===== src/rtl/ccip_rd_engine_pkg.sv =====
// CCI-P channel-0 types shared by the read engine: header layouts, encodings,
// the read-engine state encoding and the line-count to cl_len mapping.
package ccip_rd_engine_pkg;

  localparam int CCIP_CLADDR_WIDTH = 42;
  localparam int CCIP_MDATA_WIDTH  = 16;

  typedef logic [CCIP_CLADDR_WIDTH-1:0] t_ccip_clAddr;
  typedef logic [CCIP_MDATA_WIDTH-1:0]  t_ccip_mdata;
  typedef logic [1:0]                   t_ccip_clNum;

  typedef enum logic [1:0] {
    eVC_VA  = 2'h0,
    eVC_VL0 = 2'h1,
    eVC_VH0 = 2'h2,
    eVC_VH1 = 2'h3
  } t_ccip_vc;

  typedef enum logic [1:0] {
    eCL_LEN_1 = 2'b00,
    eCL_LEN_2 = 2'b01,
    eCL_LEN_4 = 2'b11
  } t_ccip_clLen;

  typedef enum logic [3:0] {
    eREQ_RDLINE_I = 4'h0,
    eREQ_RDLINE_S = 4'h1
  } t_ccip_c0_req;

  typedef enum logic [3:0] {
    eRSP_RDLINE = 4'h0,
    eRSP_UMSG   = 4'h4
  } t_ccip_c0_rsp;

  typedef struct packed {
    t_ccip_vc     vc_sel;
    logic [1:0]   rsvd1;
    t_ccip_clLen  cl_len;
    t_ccip_c0_req req_type;
    logic [5:0]   rsvd0;
    t_ccip_clAddr address;
    t_ccip_mdata  mdata;
  } t_ccip_c0_ReqMemHdr;

  typedef struct packed {
    t_ccip_vc     vc_used;
    logic         rsvd1;
    logic         hit_miss;
    logic [1:0]   rsvd0;
    t_ccip_clNum  cl_num;
    t_ccip_c0_rsp resp_type;
    t_ccip_mdata  mdata;
  } t_ccip_c0_RspMemHdr;

  localparam int CCIP_C0TX_HDR_WIDTH = $bits(t_ccip_c0_ReqMemHdr);
  localparam int CCIP_C0RX_HDR_WIDTH = $bits(t_ccip_c0_RspMemHdr);

  typedef enum logic [1:0] {
    RD_IDLE  = 2'd0,
    RD_ISSUE = 2'd1,
    RD_DRAIN = 2'd2,
    RD_DONE  = 2'd3
  } t_ccip_rd_state;

  function automatic t_ccip_clLen ccip_lines_to_cl_len(input logic [2:0] n);
    case (n)
      3'd4:    return eCL_LEN_4;
      3'd2:    return eCL_LEN_2;
      default: return eCL_LEN_1;
    endcase
  endfunction

endpackage


===== src/rtl/ccip_burst_sel.sv =====
// Picks the largest naturally aligned multi-CL burst (1, 2 or 4 lines) that
// fits in the remaining line count.
module ccip_burst_sel
  import ccip_rd_engine_pkg::*;
#(
  parameter int LEN_WIDTH = 16,
  parameter int MAX_BURST = 4
) (
  input  logic [1:0]       addr_lo,
  input  logic [LEN_WIDTH:0] r,
  output logic [2:0]       len,
  output t_ccip_clLen      cl_len
);

  always_comb begin
    len = 3'd1;
    if (MAX_BURST >= 4 && addr_lo == 2'b00 && r >= (LEN_WIDTH+1)'(4))
      len = 3'd4;
    else if (MAX_BURST >= 2 && !addr_lo[0] && r >= (LEN_WIDTH+1)'(2))
      len = 3'd2;
  end

  assign cl_len = ccip_lines_to_cl_len(len);

endmodule


===== src/rtl/ccip_rd_engine.sv =====
// CCI-P c0 read engine: splits a (start address, line count) command into
// aligned multi-CL reads under almost-full and outstanding-line credit limits.
module ccip_rd_engine
  import ccip_rd_engine_pkg::*;
#(
  parameter int       CLADDR_WIDTH    = 42,
  parameter int       CLDATA_WIDTH    = 512,
  parameter int       LEN_WIDTH       = 16,
  parameter int       MAX_BURST       = 4,
  parameter int       MAX_OUTSTANDING = 64,
  parameter t_ccip_vc VC_SEL          = eVC_VA
) (
  input  logic                     clk,
  input  logic                     reset,
  input  logic                     cmd_valid,
  output logic                     cmd_ready,
  input  logic [CLADDR_WIDTH-1:0]  cmd_addr,
  input  logic [LEN_WIDTH-1:0]     cmd_lines,
  output logic                     c0_tx_valid,
  output t_ccip_c0_ReqMemHdr       c0_tx_hdr,
  input  logic                     c0_tx_almfull,
  input  logic                     c0_rx_rspValid,
  input  t_ccip_c0_RspMemHdr       c0_rx_hdr,
  input  logic [CLDATA_WIDTH-1:0]  c0_rx_data,
  output logic                     rsp_valid,
  output logic [LEN_WIDTH-1:0]     rsp_idx,
  output logic [CLDATA_WIDTH-1:0]  rsp_data,
  output logic                     busy,
  output logic                     done,
  output logic [1:0]               dbg_state
);

  localparam logic [1:0] ST_IDLE  = RD_IDLE;
  localparam logic [1:0] ST_ISSUE = RD_ISSUE;
  localparam logic [1:0] ST_DRAIN = RD_DRAIN;
  localparam logic [1:0] ST_DONE  = RD_DONE;

  // Handshakes: cmd is taken on a cycle where cmd_valid && cmd_ready; c0_tx_valid
  // and rsp_valid are single-cycle strobes with no back-pressure, throttling is
  // done before issue via c0_tx_almfull and the outstanding-line credit.

  logic [1:0]              state;
  logic [CLADDR_WIDTH-1:0] addr_q;
  logic [LEN_WIDTH:0]      lines_q;
  logic [LEN_WIDTH:0]      issued_cnt;
  logic [LEN_WIDTH:0]      returned_cnt;
  logic [LEN_WIDTH:0]      remaining;
  logic [LEN_WIDTH:0]      outstanding;
  logic [31:0]             credit_need;
  logic [2:0]              len;
  t_ccip_clLen             cl_len;
  logic                    issue_go;
  logic                    rsp_take;
  t_ccip_c0_ReqMemHdr      req_hdr;
  logic                    unused_rx_hdr;

  assign remaining   = lines_q - issued_cnt;
  assign outstanding = issued_cnt - returned_cnt;
  assign credit_need = 32'(outstanding) + 32'(len);

  ccip_burst_sel #(
    .LEN_WIDTH (LEN_WIDTH),
    .MAX_BURST (MAX_BURST)
  ) u_burst_sel (
    .addr_lo (addr_q[1:0]),
    .r       (remaining),
    .len     (len),
    .cl_len  (cl_len)
  );

  assign issue_go = (state == ST_ISSUE) && (issued_cnt != lines_q) && !c0_tx_almfull
                    && (credit_need <= 32'(MAX_OUTSTANDING));

  // Late responses from a command aborted by reset land in IDLE and are dropped.
  assign rsp_take = c0_rx_rspValid && (c0_rx_hdr.resp_type == eRSP_RDLINE)
                    && ((state == ST_ISSUE) || (state == ST_DRAIN));

  always_comb begin
    req_hdr          = '0;
    req_hdr.vc_sel   = VC_SEL;
    req_hdr.cl_len   = cl_len;
    req_hdr.req_type = eREQ_RDLINE_I;
    req_hdr.address  = t_ccip_clAddr'(addr_q);
    req_hdr.mdata    = t_ccip_mdata'(issued_cnt[LEN_WIDTH-1:0]);
  end

  assign unused_rx_hdr = ^c0_rx_hdr;

  always_ff @(posedge clk or posedge reset) begin
    if (reset) begin
      state        <= ST_IDLE;
      addr_q       <= '0;
      lines_q      <= '0;
      issued_cnt   <= '0;
      returned_cnt <= '0;
      c0_tx_valid  <= 1'b0;
      c0_tx_hdr    <= '0;
      rsp_valid    <= 1'b0;
      rsp_idx      <= '0;
      rsp_data     <= '0;
    end else begin
      c0_tx_valid <= issue_go;
      rsp_valid   <= rsp_take;
      if (issue_go) begin
        c0_tx_hdr  <= req_hdr;
        issued_cnt <= issued_cnt + (LEN_WIDTH+1)'(len);
        addr_q     <= addr_q + CLADDR_WIDTH'(len);
      end
      if (rsp_take) begin
        rsp_idx      <= c0_rx_hdr.mdata[LEN_WIDTH-1:0] + LEN_WIDTH'(c0_rx_hdr.cl_num);
        rsp_data     <= c0_rx_data;
        returned_cnt <= returned_cnt + 1'b1;
      end
      case (state)
        ST_IDLE: begin
          if (cmd_valid) begin
            addr_q       <= cmd_addr;
            lines_q      <= {1'b0, cmd_lines};
            issued_cnt   <= '0;
            returned_cnt <= '0;
            state        <= (cmd_lines == '0) ? ST_DONE : ST_ISSUE;
          end
        end
        ST_ISSUE: if (issued_cnt == lines_q) state <= ST_DRAIN;
        ST_DRAIN: if (returned_cnt == lines_q) state <= ST_DONE;
        ST_DONE:  state <= ST_IDLE;
        default:  state <= ST_IDLE;
      endcase
    end
  end

  assign cmd_ready = (state == ST_IDLE);
  assign busy      = (state != ST_IDLE);
  assign done      = (state == ST_DONE);
  assign dbg_state = state;

endmodule


===== config.mk =====
export PLATFORM = sky130hd
export DESIGN_NAME = ccip_rd_engine
export DESIGN_NICKNAME = d
export VERILOG_FILES = /design/src/rtl/ccip_rd_engine_pkg.sv /design/src/rtl/ccip_burst_sel.sv /design/src/rtl/ccip_rd_engine.sv
export SDC_FILE = /design/constraint.sdc
export NUM_CORES = 2
export LEC_CHECK = 0
export BUFFER_PORTS_ARGS = -buffer_cell sky130_fd_sc_hd__buf_2
export CORE_AREA = 2 2 473 475
export DETAILED_ROUTE_END_ITERATION = 10
export DIE_AREA = 0 0 475 477
export PLACE_DENSITY = 0.35
export SETUP_SLACK_MARGIN = 0.2
export SLEW_MARGIN = 10
export SYNTH_ARGS = -nofsm -noshare
export SYNTH_HDL_FRONTEND = slang
export SYNTH_SLANG_ARGS = --single-unit

===== constraint.sdc =====
create_clock -name clk -period 26.4 [get_ports clk]
set_input_delay 6.6 -clock clk [delete_from_list [all_inputs] [get_ports clk]]
set_output_delay 6.6 -clock clk [all_outputs]
set_load 0.005 [all_outputs]

* Word-level counts from Yosys, hierarchy flattened
Index checks and enable logic that the tools add are counted.
** Storage, ports and cells
- Input bits :: 603
- Register bits after elaboration :: 684
- Output and inout bits :: 609
** Operators by class
- Reductions and logical operators :: 17
- Add/subtract/negate cells :: 7
- Order comparisons :: 3
- Mux-type cells :: 17
- Eq/ne operators :: 11
** Operator list (number)
- two-way mux 42 bit :: 3
- two-way mux 17 bit :: 6
- adder 42 x 3 -> 42 bit :: 1
- == test 17 x 16 -> 1 bit :: 2
- adder 17 x 3 -> 18 bit :: 1
- <= comparator 18 x 7 -> 1 bit (second input constant) :: 1
- adder 17 x 1 -> 17 bit (second input constant) :: 1
- adder 17 x 3 -> 17 bit :: 1
- greater-or-equal comparator 17 x 2 -> 1 bit (second input constant) :: 1
- greater-or-equal comparator 17 x 3 -> 1 bit (second input constant) :: 1
- != test 17 x 16 -> 1 bit :: 1
- subtractor 16 x 17 -> 17 bit :: 1
- subtractor 17 bit :: 1
- adder 16 x 2 -> 16 bit :: 1
- logical NOT 16 bit :: 1
- two-way mux 2 bit :: 5
- one-hot mux 2 bit (4 select lines) :: 1
- logical AND 1 bit :: 7
- == test 2 bit (second input constant) :: 2
- logical NOT 2 bit :: 2
- logical NOT 4 bit :: 1
- != test 2 x 1 -> 1 bit (second input constant) :: 2
- one-hot mux 2 bit (2 select lines) :: 1
- == test 3 x 2 -> 1 bit (second input constant) :: 1
- other kinds (9) :: 10

* Depth between registers and ports, before layout
- Depth after elaboration :: 11
- Gate-level depth with buffers :: 30
- Depth with buffers taken out :: 27

* By module
A second synthesis with hierarchy kept.
** Second synthesis, totals
- Cells, all modules :: 3434
- Area total of the unflattened synthesis :: 29892.4 µm²
** Modules (own cells, without submodules)
- ccip_rd_engine :: area each 29798.6 µm², instances 1, cells an instance 3420, sequential area each 17116.4 µm²
- ccip_burst_sel :: area each 93.8 µm², instances 1, cells an instance 14, sequential area each 0.0 µm²

* Least setup slack after synthesis
Ideal clock, no wire load.
- Kind :: input to register
- From :: input port c0_tx_almfull
- To :: register issued_cnt[4]
- Path slack :: 18.090 ns
- Arrival time :: 8.232 ns
- Required time :: 26.322 ns
- Cell stages on the path :: 9
- Buffers on the path :: 2
- Setup time :: 0.078 ns
- Cell sequence :: nor2_1 > o211ai_1 > a21oi_1 > and3b_1 > clkbuf_1 > nand3b_1 > buf_2 > or4_1 > a21oi_1
** On the way
- Word-level cells in the longest chain between the ends :: 6
** Ends and longest elaborated chain
- from (decl) :: line ccip_rd_engine.sv:21 : input logic c0_tx_almfull,
- logical NOT 1 bit * :: line ccip_rd_engine.sv:71 : assign issue_go = (state == ST_ISSUE) && (issued_cnt != lines_q) && !c0_tx_almfull
- logical AND 1 bit * :: line ccip_rd_engine.sv:71
- logical AND 1 bit * :: line ccip_rd_engine.sv:72 : && (credit_need <= 32'(MAX_OUTSTANDING));
- two-way mux 17 bit * :: line ccip_rd_engine.sv:104 : if (issue_go) begin
- two-way mux 17 bit :: line ccip_rd_engine.sv:116 : if (cmd_valid) begin
- two-way mux 17 bit * :: line ccip_rd_engine.sv:114 : case (state)
- to (signal assigned) :: line ccip_rd_engine.sv:106 : issued_cnt <= issued_cnt + (LEN_WIDTH+1)'(len);
- to (decl) :: line ccip_rd_engine.sv:45 : logic [LEN_WIDTH:0] issued_cnt;
Every way passes the cells marked *; elsewhere a longest branch is shown, timed or not.
A chain may end at the register's enable or synchronous reset.

==> impl_metrics.py <==
metrics = {
    "status": {
        "status": "finished, final reports clean",
    },
    "setup_path": {
        "slowest_delay_ns": 0.83,
        "crit_path_max_fanout": 148,
        "path_cells": "buf_2 -> inv_8 -> buf_4 -> buf_4 -> buf_4 -> buf_12",
        "crit_slowest_cell": "buf_4",
        "end_kind": "async pin",
        "start_kind": "input port",
        "rrSetupSlack_ns": 17.90,
        "cp.arrival_ns": 10.57,
        "cp_common_cell": "buf_4",
        "required_ns": 27.09,
        "cp.buffers_inverters": 6,
        "worstSetupPathType": "input port to async pin",
        "reg2reg_from": "issued_cnt[1]",
        "crit_family": "buffers and inverters",
        "r2r_end": "issued_cnt[15]",
        "reg2reg_depth": 24,
    },
    "finish": {
        "fillers": 25300,
        "syn2layout_area_growth_pct": 41.7,
        "drive_gt1_share_pct": 29.5,
        "register_area_um2": 17100,
        "nets": 5250,
        "final_common_cell": "nand2_1",
        "final_cell_mix": "nand2_1, buf_2, dfrtp_1",
        "layoutNonFillerInstCount": 7685,
        "multi_input_area_um2": 11700,
    },
    "timing": {
        "finClkSkew_ns": 0.0348,
        "period_share_pct": 37.4,
        "setup_tns_ns": 0,
        "maxSlewHeadroom_pct": 18.8,
        "tightest_slew_ns": 1.22,
        "grt_setup_unrepaired": "no",
        "timing.hold.ws_ns": 0.457,
        "slew_violations": 0,
        "period_needed_ns": 9.88,
        "hold_viol_final": 0,
        "setup_viol": 0,
        "fmax_mhz": 101,
    },
    "placed_design": {
        "gp_congestion": 0.880,
        "post-place-cells": 7475,
        "dp_hpwl_um": 152000,
        "numPortBuffers": 1191,
    },
    "synth": {
        "synth_warnings": 0,
        "synth_top_area_share_pct": 57.6,
        "synth-seq-cells": 684,
        "async_flop_share_pct": 100,
        "netlist_top_cells_area": "dfrtp_1, nand2_1, ha_1, clkbuf_1, xnor2_1",
        "avgSynthCellArea_um2": 8.61,
        "synth.cell_area_um2": 29700,
        "synth_edf_count": 0,
        "syn_inst": 3451,
        "ys_seq_area_share_pct": 57.6,
        "ys_types": 70,
        "yosysTopAreaCell": "dfrtp_1",
        "synth_ff_type": "dfrtp_1",
    },
    "die": {
        "start_util_pct": 13.4,
        "dieArea_um2": 227000,
        "core_um2": 221000,
        "die_w_um": 475,
        "rows": 173,
        "die_h_um": 477,
        "ios": 1212,
    },
    "drt": {
        "drt-total-wl_um": 186000,
        "drtIter0Drc": 1663,
        "drt-pass1-iter-count": 5,
        "ant_nets": 0,
        "wire_per_inst_um": 24.3,
        "via_count": 28700,
        "via_per_inst": 3.73,
        "drc_errors": 0,
    },
    "grt": {
        "grtUsageMet1_pct": 17.8,
        "use_met2_pct": 28.0,
        "track_usage_pct": 16.0,
        "grt_max_degree": 163,
        "met3_usage_pct": 6.91,
        "grt_first_pass_wirelength_um": 250000,
        "grt_most_used_layer": "met2",
        "grt_overflow": 0,
        "grt_pass1_vias": 28400,
        "antenna_found_initial": 149,
    },
    "pwr": {
        "peakVddDrop_v": 0.0000464,
        "comb_power_share_pct": 35.1,
        "powerDensity_nw_per_um2": 107,
        "switching_share_pct": 39.7,
        "p_clk_share_pct": 28.3,
        "pwr-share-seq_pct": 36.6,
        "switchingPower_mw": 1.79,
        "internal-power_mw": 2.72,
        "p_leak_nw": 22.6,
    },
    "worst_hold_path": {
        "hold_class": "flip-flop to flip-flop",
        "worstHoldStart": "c0_tx_hdr[44]",
        "hold_depth": 2,
        "whs_endpoint": "c0_tx_hdr[44]",
    },
    "clock_network": {
        "root_buffer": "clkbuf_16",
        "cts_resized": 0,
        "cts_tree": "built",
        "insertion_delay_ns": 0.71,
        "cts_buffers": 93,
        "cts_setup_buffers": 0,
        "path_clk_slew_ns": 0.06,
        "clock_path_buffers": 3,
        "cts_max_level": 3,
        "clock_sinks": 684,
        "cts_hold_buffers": 0,
    },
    "flow_run": {
        "maxCapViolCount": 0,
    },
}
==> sequential cells by signal, summed over array words and instances (netlist names) <==
| signal | cells |
|---|---|
| rsp_data | 512 |
| rsp_valid | 1 |
| returned_cnt | 17 |
| c0_tx_hdr | 60 |
| rsp_idx | 16 |
| lines_q | 16 |
| issued_cnt | 17 |
| c0_tx_valid | 1 |
| dbg_state | 2 |
| addr_q | 42 |
==> metal layers <==
metal | wire, µm | vias to the layer above
met4 | 4500 | 78
met2 | 92300 | 1071
met3 | 18500 | 357
met5 | 480 | -
li1 | - | 13300
met1 | 70600 | 13800
==> worst max-delay path by stage <==
stage | cells after the start | start | endpoint
floorplan | 1 | reset | addr_q[0]
detailed placement | 6 | reset | rsp_data[447]
global route | 6 | reset | rsp_data[510]
CTS | 6 | reset | rsp_data[505]
global placement | 6 | reset | rsp_data[447]
finish | 6 | reset | rsp_data[510]
==> final cells by class <==
type / count / area share, %
Inverter: 60 / 0.570
Tap cell: 2975 / 8.84
Clock inverter: 26 / 0.832
Sequential cell: 684 / 40.6
Timing Repair Buffer: 1217 / 14.7
Clock buffer: 138 / 6.33
Antenna cell: 46 / 0.273
Multi-Input combinational cell: 2539 / 27.8
==> through the flow <==
step / utilization (%) / area, µm² / worst slack [ns] / power [mW]
6_report: 19.0 / 42100 / 16.52 / 4.52
5_1_grt: 19.0 / 42100 / 15.94 / 4.85
4_1_cts: 19.0 / 42000 / 16.31 / 4.64
3_5_place_dp: 17.6 / 39000 / 15.48 / 3.31
3_3_place_gp: 17.6 / 39000 / 15.45 / 3.30
2_1_floorplan: - / 29800 / 0.623 / 2.33
==> tightest hold or removal path, delay by kind of cell (launching register included) <==
family / cells / cell delay, ns
DFF: 1 / 0.34
and+or+nand+nor: 2 / 0.09
==> power by group through the flow <==
stage                     logic, mW  registers (mW)  clock network [mW]
after floorplan               0.675            1.66                   0
after global placement         1.64            1.66                   0
after detailed placement       1.64            1.67                   0
after CTS                      1.65            1.66                1.34
after global routing           1.78            1.71                1.37
final                          1.58            1.65                1.28
==> cells by family (layout without fill, tap and decap cells) <==
| group | Yosys count | count (layout) | share of synthesized area [%] |
|---|---|---|---|
| AO/OA/AOI/OAI | 259 | 259 | 5.47 |
| XOR/XNOR | 69 | 69 | 2.03 |
| adder cells (fa/ha/maj) | 52 | 52 | 2.32 |
| buffers and inverters | 241 | 1441 | 3.25 |
| flip-flops | 684 | 684 | 57.6 |
| multiplexers | 10 | 10 | 0.341 |
| other | 1 | 60 | 0.0126 |
| AND/OR/NAND/NOR | 2135 | 2135 | 29.0 |
==> Yosys cell counts, drive strengths merged, types with 7 or more instances <==
cell type	number
a21oi	51
nor4	18
inv	59
nand2b	7
o211ai	8
or3	28
dfrtp	684
or4	24
and3	26
nand3	28
a21o	13
nand4	14
buf	31
mux2i	9
o21a	9
and2	7
nand2	1845
o21ai	77
nor2	78
clkbuf	150
o31ai	22
xor2	25
nor2b	11
ha	47
xnor2	44
a31oi	38
a211oi	9
nor3	21
No activity file was read; power rests on OpenSTA's default activity.
